**src/rtl/cpu_retire_monitor_if.sv**
```systemverilog
// ---------------------------------------------------------------------------
// cpu_retire_monitor_if
// Bundles the retire-event input bus and the FIFO head output bus that
// connect the writeback stage, the retire monitor and its consumer.
//   wb_valid/wb_pc/wb_instr/wb_rd/wb_data : retire event from writeback
//   out_valid/out_pc/out_rd/out_data       : FIFO head toward the consumer
//   out_ready                              : consumer accepts the head
// Modports:
//   master : producer of retire events and consumer of the FIFO head
//   slave  : the retire monitor itself
// ---------------------------------------------------------------------------
interface cpu_retire_monitor_if;
  logic        wb_valid;
  logic [31:0] wb_pc;
  logic [31:0] wb_instr;
  logic [4:0]  wb_rd;
  logic [31:0] wb_data;
  logic        out_valid;
  logic        out_ready;
  logic [31:0] out_pc;
  logic [4:0]  out_rd;
  logic [31:0] out_data;

  modport master (
    output wb_valid, wb_pc, wb_instr, wb_rd, wb_data, out_ready,
    input  out_valid, out_pc, out_rd, out_data
  );

  modport slave (
    input  wb_valid, wb_pc, wb_instr, wb_rd, wb_data, out_ready,
    output out_valid, out_pc, out_rd, out_data
  );
endinterface

```
**src/rtl/cpu_retire_monitor.sv**
```systemverilog
// ---------------------------------------------------------------------------
// cpu_retire_monitor
// Watches the retire stream of the cpu core, queues every accepted retire
// event in a FIFO for an in-order consumer, counts retires and active cycles,
// and detects program end (break instruction or branch-to-self).
//
// Ports:
//   clk, rst_n   : clock, asynchronous active-low reset
//   bus (slave)  : retire event input and FIFO head output (see interface)
//   halted       : sticky, set the cycle after a halting retire
//   done         : sticky, halted and FIFO drained
//   overflow     : sticky, an accepted event was dropped on a full FIFO
//   retired_cnt  : retire events accepted (wraps)
//   cycle_cnt    : cycles spent in RUN or DRAIN (wraps)
//   signature    : running register-write signature
//
// Optional feature macro: RETIRE_SIGNATURE_EN
//   defined   -> signature register folds in every counted register write
//   undefined -> signature tied to zero, no register built
// ---------------------------------------------------------------------------
module cpu_retire_monitor #(
  parameter int          DEPTH       = 16,
  parameter int          HALT_REPEAT = 3,
  parameter logic [31:0] BREAK_WORD  = 32'h0000000d
) (
  input  logic                  clk,
  input  logic                  rst_n,
  cpu_retire_monitor_if.slave   bus,
  output logic                  halted,
  output logic                  done,
  output logic                  overflow,
  output logic [31:0]           retired_cnt,
  output logic [31:0]           cycle_cnt,
  output logic [31:0]           signature
);

  localparam int AW = $clog2(DEPTH);
  localparam int RW = $clog2(HALT_REPEAT + 1);
  localparam int EW = 69;  // {pc, rd, data}

  localparam logic [1:0] ST_IDLE  = 2'd0;
  localparam logic [1:0] ST_RUN   = 2'd1;
  localparam logic [1:0] ST_DRAIN = 2'd2;
  localparam logic [1:0] ST_DONE  = 2'd3;

  logic [1:0]    state_q, state_d;
  logic [AW:0]   wr_ptr_q, rd_ptr_q;
  logic [EW-1:0] mem_q [DEPTH];
  logic [RW-1:0] rep_cnt_q, rep_cnt_d;
  logic [31:0]   last_pc_q;
  logic          halted_q, done_q, overflow_q;
  logic [31:0]   retired_cnt_q, cycle_cnt_q;

  logic          empty_s, full_s, accept_s, pop_s, push_s, drop_s, halt_s;
  logic [AW-1:0] head_idx_s;
  logic [EW-1:0] head_s;

  // Pointers carry one extra MSB so full and empty differ only in that bit.
  assign empty_s  = (wr_ptr_q == rd_ptr_q);
  assign full_s   = (wr_ptr_q[AW] != rd_ptr_q[AW]) &&
                    (wr_ptr_q[AW-1:0] == rd_ptr_q[AW-1:0]);
  assign accept_s = bus.wb_valid && ((state_q == ST_IDLE) || (state_q == ST_RUN));
  assign pop_s    = !empty_s && bus.out_ready;
  // A pop in the same cycle frees the slot, so a full FIFO still takes the push.
  assign push_s   = accept_s && (!full_s || pop_s);
  assign drop_s   = accept_s && full_s && !pop_s;

  // When empty, present the most recently popped entry so the head outputs hold.
  assign head_idx_s = empty_s ? (rd_ptr_q[AW-1:0] - AW'(1)) : rd_ptr_q[AW-1:0];
  assign head_s     = mem_q[head_idx_s];

  assign bus.out_valid = !empty_s;
  assign bus.out_pc    = head_s[68:37];
  assign bus.out_rd    = head_s[36:32];
  assign bus.out_data  = head_s[31:0];

  // Consecutive same-pc retire count, saturating at HALT_REPEAT.
  always_comb begin
    rep_cnt_d = rep_cnt_q;
    if (accept_s) begin
      if ((rep_cnt_q != '0) && (bus.wb_pc == last_pc_q)) begin
        if (rep_cnt_q < RW'(HALT_REPEAT)) begin
          rep_cnt_d = rep_cnt_q + RW'(1);
        end else begin
          rep_cnt_d = rep_cnt_q;
        end
      end else begin
        rep_cnt_d = RW'(1);
      end
    end else begin
      rep_cnt_d = rep_cnt_q;
    end
  end

  assign halt_s = accept_s &&
                  ((bus.wb_instr == BREAK_WORD) || (rep_cnt_d >= RW'(HALT_REPEAT)));

  // Next-state logic; a halting first event goes straight to DRAIN.
  always_comb begin
    state_d = state_q;
    case (state_q)
      ST_IDLE: begin
        if (accept_s) begin
          state_d = halt_s ? ST_DRAIN : ST_RUN;
        end else begin
          state_d = ST_IDLE;
        end
      end
      ST_RUN: begin
        if (halt_s) begin
          state_d = ST_DRAIN;
        end else begin
          state_d = ST_RUN;
        end
      end
      ST_DRAIN: begin
        if (empty_s) begin
          state_d = ST_DONE;
        end else begin
          state_d = ST_DRAIN;
        end
      end
      ST_DONE: state_d = ST_DONE;
      default: state_d = ST_IDLE;
    endcase
  end

  // FIFO storage and pointers.
  always_ff @(posedge clk or negedge rst_n) begin
    if (!rst_n) begin
      wr_ptr_q <= '0;
      rd_ptr_q <= '0;
      for (int i = 0; i < DEPTH; i++) begin
        mem_q[i] <= '0;
      end
    end else begin
      if (push_s) begin
        mem_q[wr_ptr_q[AW-1:0]] <= {bus.wb_pc, bus.wb_rd, bus.wb_data};
        wr_ptr_q                <= wr_ptr_q + (AW+1)'(1);
      end
      if (pop_s) begin
        rd_ptr_q <= rd_ptr_q + (AW+1)'(1);
      end
    end
  end

  // FSM state, halt tracking, sticky flags and counters.
  always_ff @(posedge clk or negedge rst_n) begin
    if (!rst_n) begin
      state_q       <= ST_IDLE;
      rep_cnt_q     <= '0;
      last_pc_q     <= 32'h0;
      halted_q      <= 1'b0;
      done_q        <= 1'b0;
      overflow_q    <= 1'b0;
      retired_cnt_q <= 32'h0;
      cycle_cnt_q   <= 32'h0;
    end else begin
      state_q   <= state_d;
      rep_cnt_q <= rep_cnt_d;
      if (accept_s) begin
        last_pc_q     <= bus.wb_pc;
        retired_cnt_q <= retired_cnt_q + 32'd1;
      end
      if (halt_s) begin
        halted_q <= 1'b1;
      end
      if (drop_s) begin
        overflow_q <= 1'b1;
      end
      if (state_d == ST_DONE) begin
        done_q <= 1'b1;
      end
      if ((state_q == ST_RUN) || (state_q == ST_DRAIN)) begin
        cycle_cnt_q <= cycle_cnt_q + 32'd1;
      end
    end
  end

  assign halted      = halted_q;
  assign done        = done_q;
  assign overflow    = overflow_q;
  assign retired_cnt = retired_cnt_q;
  assign cycle_cnt   = cycle_cnt_q;

`ifdef RETIRE_SIGNATURE_EN
  logic [31:0] sig_q;

  // Signature folds in every counted register write, even if the FIFO dropped it.
  always_ff @(posedge clk or negedge rst_n) begin
    if (!rst_n) begin
      sig_q <= 32'h0;
    end else if (accept_s && (bus.wb_rd != 5'd0)) begin
      sig_q <= {sig_q[30:0], sig_q[31]} ^ bus.wb_data ^ {27'b0, bus.wb_rd};
    end
  end

  assign signature = sig_q;
`else
  assign signature = 32'h0;
`endif

endmodule

```
**src/flat_wrapper.sv**
```systemverilog
// flat-port wrapper written by rule: the top's interface ports become plain ports
module cpu_retire_monitor_flat 
#(
  parameter int          DEPTH       = 16,
  parameter int          HALT_REPEAT = 3,
  parameter logic [31:0] BREAK_WORD  = 32'h0000000d
)
  (clk, rst_n, halted, done, overflow, retired_cnt, cycle_cnt, signature, bus_wb_valid, bus_wb_pc, bus_wb_instr, bus_wb_rd, bus_wb_data, bus_out_ready, bus_out_valid, bus_out_pc, bus_out_rd, bus_out_data);
  cpu_retire_monitor_if bus_i ();
  input  logic clk;
  input  logic rst_n;
  output logic halted;
  output logic done;
  output logic overflow;
  output logic [31:0] retired_cnt;
  output logic [31:0] cycle_cnt;
  output logic [31:0] signature;
  input wire logic [$bits(bus_i.wb_valid)-1:0] bus_wb_valid;
  input wire logic [$bits(bus_i.wb_pc)-1:0] bus_wb_pc;
  input wire logic [$bits(bus_i.wb_instr)-1:0] bus_wb_instr;
  input wire logic [$bits(bus_i.wb_rd)-1:0] bus_wb_rd;
  input wire logic [$bits(bus_i.wb_data)-1:0] bus_wb_data;
  input wire logic [$bits(bus_i.out_ready)-1:0] bus_out_ready;
  output wire logic [$bits(bus_i.out_valid)-1:0] bus_out_valid;
  output wire logic [$bits(bus_i.out_pc)-1:0] bus_out_pc;
  output wire logic [$bits(bus_i.out_rd)-1:0] bus_out_rd;
  output wire logic [$bits(bus_i.out_data)-1:0] bus_out_data;
  assign bus_i.wb_valid = bus_wb_valid;
  assign bus_i.wb_pc = bus_wb_pc;
  assign bus_i.wb_instr = bus_wb_instr;
  assign bus_i.wb_rd = bus_wb_rd;
  assign bus_i.wb_data = bus_wb_data;
  assign bus_i.out_ready = bus_out_ready;
  assign bus_out_valid = bus_i.out_valid;
  assign bus_out_pc = bus_i.out_pc;
  assign bus_out_rd = bus_i.out_rd;
  assign bus_out_data = bus_i.out_data;
  cpu_retire_monitor #(.DEPTH(DEPTH), .HALT_REPEAT(HALT_REPEAT), .BREAK_WORD(BREAK_WORD)) u_core (.clk(clk), .rst_n(rst_n), .bus(bus_i), .halted(halted), .done(done), .overflow(overflow), .retired_cnt(retired_cnt), .cycle_cnt(cycle_cnt), .signature(signature));
endmodule
```
**config.mk**
```make
export PLATFORM = sky130hd
export DESIGN_NAME = cpu_retire_monitor_flat
export DESIGN_NICKNAME = d
export VERILOG_FILES = /design/src/rtl/cpu_retire_monitor_if.sv /design/src/rtl/cpu_retire_monitor.sv /design/src/flat_wrapper.sv
export SDC_FILE = /design/constraint.sdc
export NUM_CORES = 2
export LEC_CHECK = 0
export BUFFER_PORTS_ARGS = -buffer_cell sky130_fd_sc_hd__buf_4
export CAP_MARGIN = 5
export CELL_PAD_IN_SITES_DETAIL_PLACEMENT = 1
export CELL_PAD_IN_SITES_GLOBAL_PLACEMENT = 1
export CORE_ASPECT_RATIO = 0.5
export CORE_MARGIN = 5
export CORE_UTILIZATION = 30
export CTS_CLUSTER_DIAMETER = 150
export DETAILED_ROUTE_END_ITERATION = 8
export PLACE_DENSITY_LB_ADDON = 0.3
export SETUP_SLACK_MARGIN = 0.3
export SLEW_MARGIN = 20
export SYNTH_ARGS = -nofsm -noshare
export SYNTH_HDL_FRONTEND = slang
export SYNTH_SLANG_ARGS = --single-unit
export TNS_END_PERCENT = 100
```
**constraint.sdc**
```tcl
create_clock -name clk -period 5.1 [get_ports clk]
set_clock_uncertainty 0.15 [all_clocks]
set_input_delay 0.765 -clock clk [delete_from_list [all_inputs] [get_ports clk]]
set_output_delay 0.765 -clock clk [all_outputs]
set_load 0.03 [all_outputs]
```
Yosys cells after proc, flatten, opt, wreduce, memory -nomap -nowiden
Cells that the tools add are included.
Widths: inputs -> output; s select.
- register bits after elaboration: 1217
- input bits: 105
- output and inout bits: 169
- logic and storage cells: 80
- add/subtract/negate cells: 6
- order comparisons: 5
- eq/ne operators: 9
- mux-type cells: 14
- bitwise operators: 2
- reductions and logical operators: 18
- operator list (operator ; count):
    $bwmux 1104 ; 1
    $bmux 69 s4 ; 1
    $demux 69 s4 ; 1
    $mux 69 ; 3
    $add 32x1->32 const B ; 2
    $eq 32x32->1 ; 1
    $eq 32x4->1 const B ; 1
    $add 5x1->5 const B ; 2
    $ge 5x5->1 const B ; 2
    $mux 2 ; 5
    $not 4->5 ; 2
    $logic_and 1x1->1 ; 9
    $pmux 2 s4 ; 1
    $eq 2x2->1 const B ; 3
    $eq 5x5->1 ; 1
    $lt 5x1->1 const B ; 1
    $eq 4x4->1 ; 1
    $logic_or 1x1->1 ; 4
    $mux 4 ; 1
    $sub 4x1->4 const B ; 1
    $logic_not 1->1 ; 3
    $add 2x1->2 const B ; 1
    $eq 2x1->1 const B ; 1
    $ge 2x2->1 const B ; 1
    5 further kinds ; 5

Longest topological paths before layout
- depth in word-level cells: 11
- gate-level depth with buffers: 11
- mapped depth without buffers: 8

Worst setup path before layout
No wires, ideal clock.
- path kind: register to output
- start: reg u_core.rd_ptr_q[1]
- end: out bus_out_pc[20]
- arrival time: 2921 ps
- required time: 4185 ps
- path slack: 1264 ps
- cell stages (with the launch flop): 12
- path buffers: 4
- cell sequence: dfrtp_1 clkbuf_1 inv_1 ha_1 clkbuf_1 clkbuf_1 clkbuf_1 mux2_2 nor4_1 a31oi_1 o311ai_0 nand4_1
- cells in the longest elaborated chain, start to end: 6
- elaborated cells on any way between the ends: 7
- those cells by class: 1 x add/sub; 1 x eq/ne; 4 x mux; 1 x bitwise
- RTL lines (element ; RTL line ; source):
    start, declared ; cpu_retire_monitor.sv:47 ; logic [AW:0] wr_ptr_q, rd_ptr_q;
    start signal, assigned ; cpu_retire_monitor.sv:142 ; rd_ptr_q <= rd_ptr_q + (AW+1)'(1);
    $sub 4x1->4 or $eq 5x5->1 (tied branches) ; cpu_retire_monitor.sv:69, cpu_retire_monitor.sv:59 ;
    $mux 4 (*) ; cpu_retire_monitor.sv:69 ; assign head_idx_s = empty_s ? (rd_ptr_q[AW-1:0] - AW'(1)) : rd_ptr_q[AW-1:0];
    $not 4->5 (implied by the code) (*) ; cpu_retire_monitor.sv:70 ; assign head_s = mem_q[head_idx_s];
    $bmux 69 s4 (*) ; cpu_retire_monitor.sv:70 ;
    $mux 69 (implied by the code) (*) (2 in series) ; cpu_retire_monitor.sv:70 ;
    end, declared ; flat_wrapper.sv:25 ; output wire logic [$bits(bus_i.out_pc)-1:0] bus_out_pc;
Every way passes the cells marked *; elsewhere a longest branch is shown, timed or not. The select of a mux whose other input is x is not followed.

Worst setup path in the final report
- start: reg u_core.rd_ptr_q[3]
- end: out bus_out_data[21]
- cells in the longest elaborated chain, start to end: 6
- elaborated cells on any way between the ends: 7
- those cells by class: 1 x add/sub; 1 x eq/ne; 4 x mux; 1 x bitwise
- RTL lines (element ; RTL line ; source):
    $sub 4x1->4 or $eq 5x5->1 (tied branches) ; cpu_retire_monitor.sv:69, cpu_retire_monitor.sv:59 ;
    $mux 4 (*) ; cpu_retire_monitor.sv:69 ;
    $not 4->5 (implied by the code) (*) ; cpu_retire_monitor.sv:70 ;
    $bmux 69 s4 (*) ; cpu_retire_monitor.sv:70 ;
    $mux 69 (implied by the code) (*) (2 in series) ; cpu_retire_monitor.sv:70 ;
    end, declared ; flat_wrapper.sv:27 ; output wire logic [$bits(bus_i.out_data)-1:0] bus_out_data;
Marks and branches as above.

==> Implementation_results.wiki <==
{| class="wikitable"
! Metric !! Value
|-
| Power density relative to cell area || 490 nW/um^2
|-
| Hold wc startpoint || bus_out_ready
|-
| Max VDD drop || 0.729 mV
|-
| H-tree depth || 4
|-
| Compound-cell area share of the yosys netlist || about an eighth
|-
| Post-route worst setup slack || 0.319 ns
|-
| First-pass GRT wire length || about 370000 um
|-
| Fraction of synthesized cell area taken by the top area cell type || 46.7%
|-
| Synth Area in XOR/XNOR || 1.48%
|-
| Routability Congestion || 0.777
|-
| Drt via density || a little under 6
|-
| Via count of the first global-routing pass || 54115
|-
| Num CTS Buffers || 140
|-
| Clock transition time at the flip-flop clock pins of the worst setup and hold paths || 0.06 ns
|-
| Required time of the worst setup path || 4.18 ns
|-
| Fraction of final layout cells sized beyond drive strength 1 || roughly a quarter
|-
| Portion of the post-synthesis area used by sequential elements || between 40% and 50%
|-
| Sort of element at the end of the critical path || primary output
|-
| Max-Cap Viols || 0
|-
| Ys flop type || dfrtp_1
|-
| Dominant cell type by area after synthesis || dfrtp_1
|-
| Synthesized area per cell || 11.4 um^2
|-
| Worst hold path type || input pin to register
|-
| Mux share of post-synthesis cell area || 25.7%
|-
| Total track usage || 21.2%
|-
| Routed wirelength normalized by instance count || between 20 and 30 um
|-
| Synthesized cell area || 65200 um^2
|-
| Net Switching || about 16 mW
|-
| Adder-cell share of the synthesized area || 0.249%
|-
| Warnings, synthesis || 0
|-
| Pre-CTS worst setup slack || 0.332 ns
|-
| Worst-path fanout max || 9
|-
| Pin count of the biggest net entering global routing || 129
|-
| Setup TNS || 0 ns
|-
| Number of synthesized register bits || 1217
|-
| NumNets Final || about 5800
|-
| Top area cells in the synthesized netlist || dfrtp_1 (47%), mux2_2 (13%), mux2_1 (8.7%), mux2i_1 (4.2%), a21boi_0 (3.2%)
|-
| Layout overhead on the synthesized area || 16.6%
|-
| Buffers from clock root to sink, at most || 4
|-
| Antenna viol nets, final || 0
|-
| Drt initial violations || roughly 3600
|-
| Global route total overflow || 0
|-
| Period utilisation layout || between 90 and 100%
|-
| Final critical-path required period || ~4.8 ns
|-
| Die Span X || 669 um
|-
| Count of flip-flops with a built-in enable after synthesis || 0
|-
| Share of power burned in registers || 26.2%
|-
| Layout Utilization || approximately a third
|-
| Clock root buffer || clkbuf_16
|-
| Arrival time of data at the critical path endpoint || 3.87 ns
|-
| Static leakage || 37.5 nW
|-
| Final max-slew violation count || 0
|-
| Area of the core region || 217000 um^2
|-
| CTS tree || yes
|-
| I/O pins || about 270
|-
| Count of endpoints failing hold in the final timing report || 0
|-
| Gate count after technology mapping || 5720
|-
| Post-route DRC || 0
|-
| Die area || between 200000 and 250000 um^2
|-
| Number of buffers inserted by port buffering || 241
|-
| Height of the chip || 340 um
|-
| Setup repair after global routing missed its margin || yes
|-
| Setup-violating endpoint count in the final report || 0
|-
| Vias || 50295
|-
| Part of the power in combinational logic || 46.9%
|-
| Portion of total power attributed to the clock network || 26.9%
|-
| Number of sinks driven by the clock tree || around 1200
|-
| Max Fclk || 0.209 GHz
|-
| Result of the run || finished, final reports clean
|-
| TritonRoute pass-1 iters || 5
|-
| Critical Setup Path Class || register to primary output
|-
| Slew at the pin with the worst max-slew slack || 1.18 ns
|-
| Internal Pwr Total || 20.9 mW
|-
| Final wirelength || 252000 um
|-
| Most frequent cells after synthesis || dfrtp_1 (1217), mux2_2 (739), mux2_1 (505)
|-
| Switching Fraction || 43.9%
|-
| Simple-gate share of the synthesized area || 8.71%
|-
| Min-Delay Path Depth || 3
|-
| FF-to-FF Start || u_core.rd_ptr_q[3]$_DFFE_PN0P_
|-
| HPWL after detailed placement || 134000 um
|-
| Async set or reset register ratio after synthesis || 100%
|-
| Starting utilization of the core area || 30.1%
|-
| Antenna violations before repair || 21
|-
| Crit path launch type || register
|-
| Worst slew margin || 21.6%
|-
| Most used standard cell by instance count after synthesis || dfrtp_1
|-
| Number of different library cells in the post-synthesis netlist || 51
|-
| Cell depth of the worst flop-to-flop path || 7
|-
| Setup crit start || u_core.rd_ptr_q[3]$_DFFE_PN0P_
|-
| Main combinational cell family by area after synthesis || multiplexers
|-
| Number of cell rows || 121
|-
| Clock insertion delay at the later pin of the skew report || a little over 0.8 ns
|}
## metrics by stage
step / total power [mW] / instances / hold slack, ns / cell area, um^2
floorplan: 18.4 / 5751 / 0.299 / 65300
detailed placement: 24.8 / 8342 / 0.316 / 70100
global route: 38.4 / 8652 / 0.117 / 76000
global placement: 24.7 / 8342 / 0.304 / 70100
finish: 37.2 / 8658 / 0.130 / 76000
CTS: 36.6 / 8629 / 0.0987 / 75600
## cell families (layout without fill, tap and decap cells)
family                   after synthesis  in the layout
multiplexers                        1520           1520
flip-flops                          1217           1217
AO/OA/AOI/OAI                       1129           1129
AND/OR/NAND/NOR                     1032           1033
buffers and inverters                698            704
XOR/XNOR                             110            110
adder cells (fa/ha/maj)               13             13
other                                  1             42
## cell type report
| type | count | area [um^2] |
|---|---|---|
| Multi-Input combinational cell | 3837 | 32400 |
| Timing Repair Buffer | 452 | 5030 |
| Antenna cell | 10 | 25.0 |
| Inverter | 11 | 50.0 |
| Tap cell | 2890 | 3620 |
| Clock inverter | 31 | 287 |
| Fill cell | 23236 | 141000 |
| Sequential cell | 1217 | 30500 |
| Clock buffer | 210 | 4110 |
## per-layer routing
metal / part of all wire (%) / global-route usage [%]
met1: 44 / 28.3
met2: 48 / 35.6
met3: 5.6 / 3.30
met4: 2.8 / 6.39
met5: 0.022 / 0
## cell usage in the layout, fill, tap and decap left out, types with 8 or more instances in the layout
cell type	instances
o311ai_0	44
conb_1	32
and3_1	294
diode_2	10
nand3_4	13
a31oi_1	138
a211oi_1	138
inv_1	8
buf_12	56
mux2i_1	276
xor2_1	23
buf_16	15
a221oi_1	138
clkbuf_1	39
nand2_1	273
nand4_1	94
a21boi_0	276
ha_1	12
mux2_2	739
bufbuf_16	13
clkbuf_16	152
nor4_1	147
clkinv_2	18
dfrtp_1	1214
o31ai_1	138
buf_4	322
nor2b_1	143
clkbuf_8	28
nor2_1	22
xnor2_1	79
mux2_1	505
o311ai_1	88
a21oi_1	140
nand3_1	20
buf_6	32
## power groups by stage
stage                     Clock, mW  Combinational, mW  Sequential (mW)
after detailed placement          0               14.9             9.91
after CTS                      10.3               16.6             9.76
after floorplan                   0               8.57             9.87
final                          10.0               17.4             9.75
after global placement            0               14.8             9.90
after global routing           10.7               18.0             9.74
## path summary, 6_finish.rpt
kind / slack (ns) / to
setup / recovery: 0.32 / bus_out_data[21]
setup reg to reg: 0.67 / u_core.mem_q[1024]$_DFFE_PN0P_
min in group asynchronous: 0.47 / u_core.mem_q[183]$_DFFE_PN0P_
max in group asynchronous: 2.90 / u_core.mem_q[529]$_DFFE_PN0P_
hold / removal: 0.13 / u_core.rd_ptr_q[4]$_DFFE_PN0P_
hold reg to reg: 0.33 / u_core.overflow$_DFFE_PN0P_
## timing repair
action,in CTS,in global routing
endpoints found under the hold margin,113,0
gates cloned,16,8
setup buffers,29,11
gates resized for setup,72,52
hold buffers,1,0
pin swaps,18,20
endpoints found under the setup margin,69,62
## registers in the layout, indices dropped and copies added, names as in the netlist
name,flops
u_core.last_pc_q,32
u_core.wr_ptr_q,5
u_core.cycle_cnt,32
u_core.done,1
u_core.rd_ptr_q,5
u_core.rep_cnt_q,2
u_core.overflow,1
u_core.mem_q,1104
u_core.state_q,2
u_core.halted,1
u_core.retired_cnt,32
## critical path, stage by stage (launching register included)
cell and delay (ns):
dfrtp_1 0.52, xnor2_2 0.23, nand4_1 0.19, buf_6 0.20, o21ai_4 0.31, buf_4 0.21, clkbuf_16 0.18, a21boi_0 0.09
o311ai_0 0.41, nand4_1 0.40, buf_4 0.31
Power figures use the tool's default switching activity.
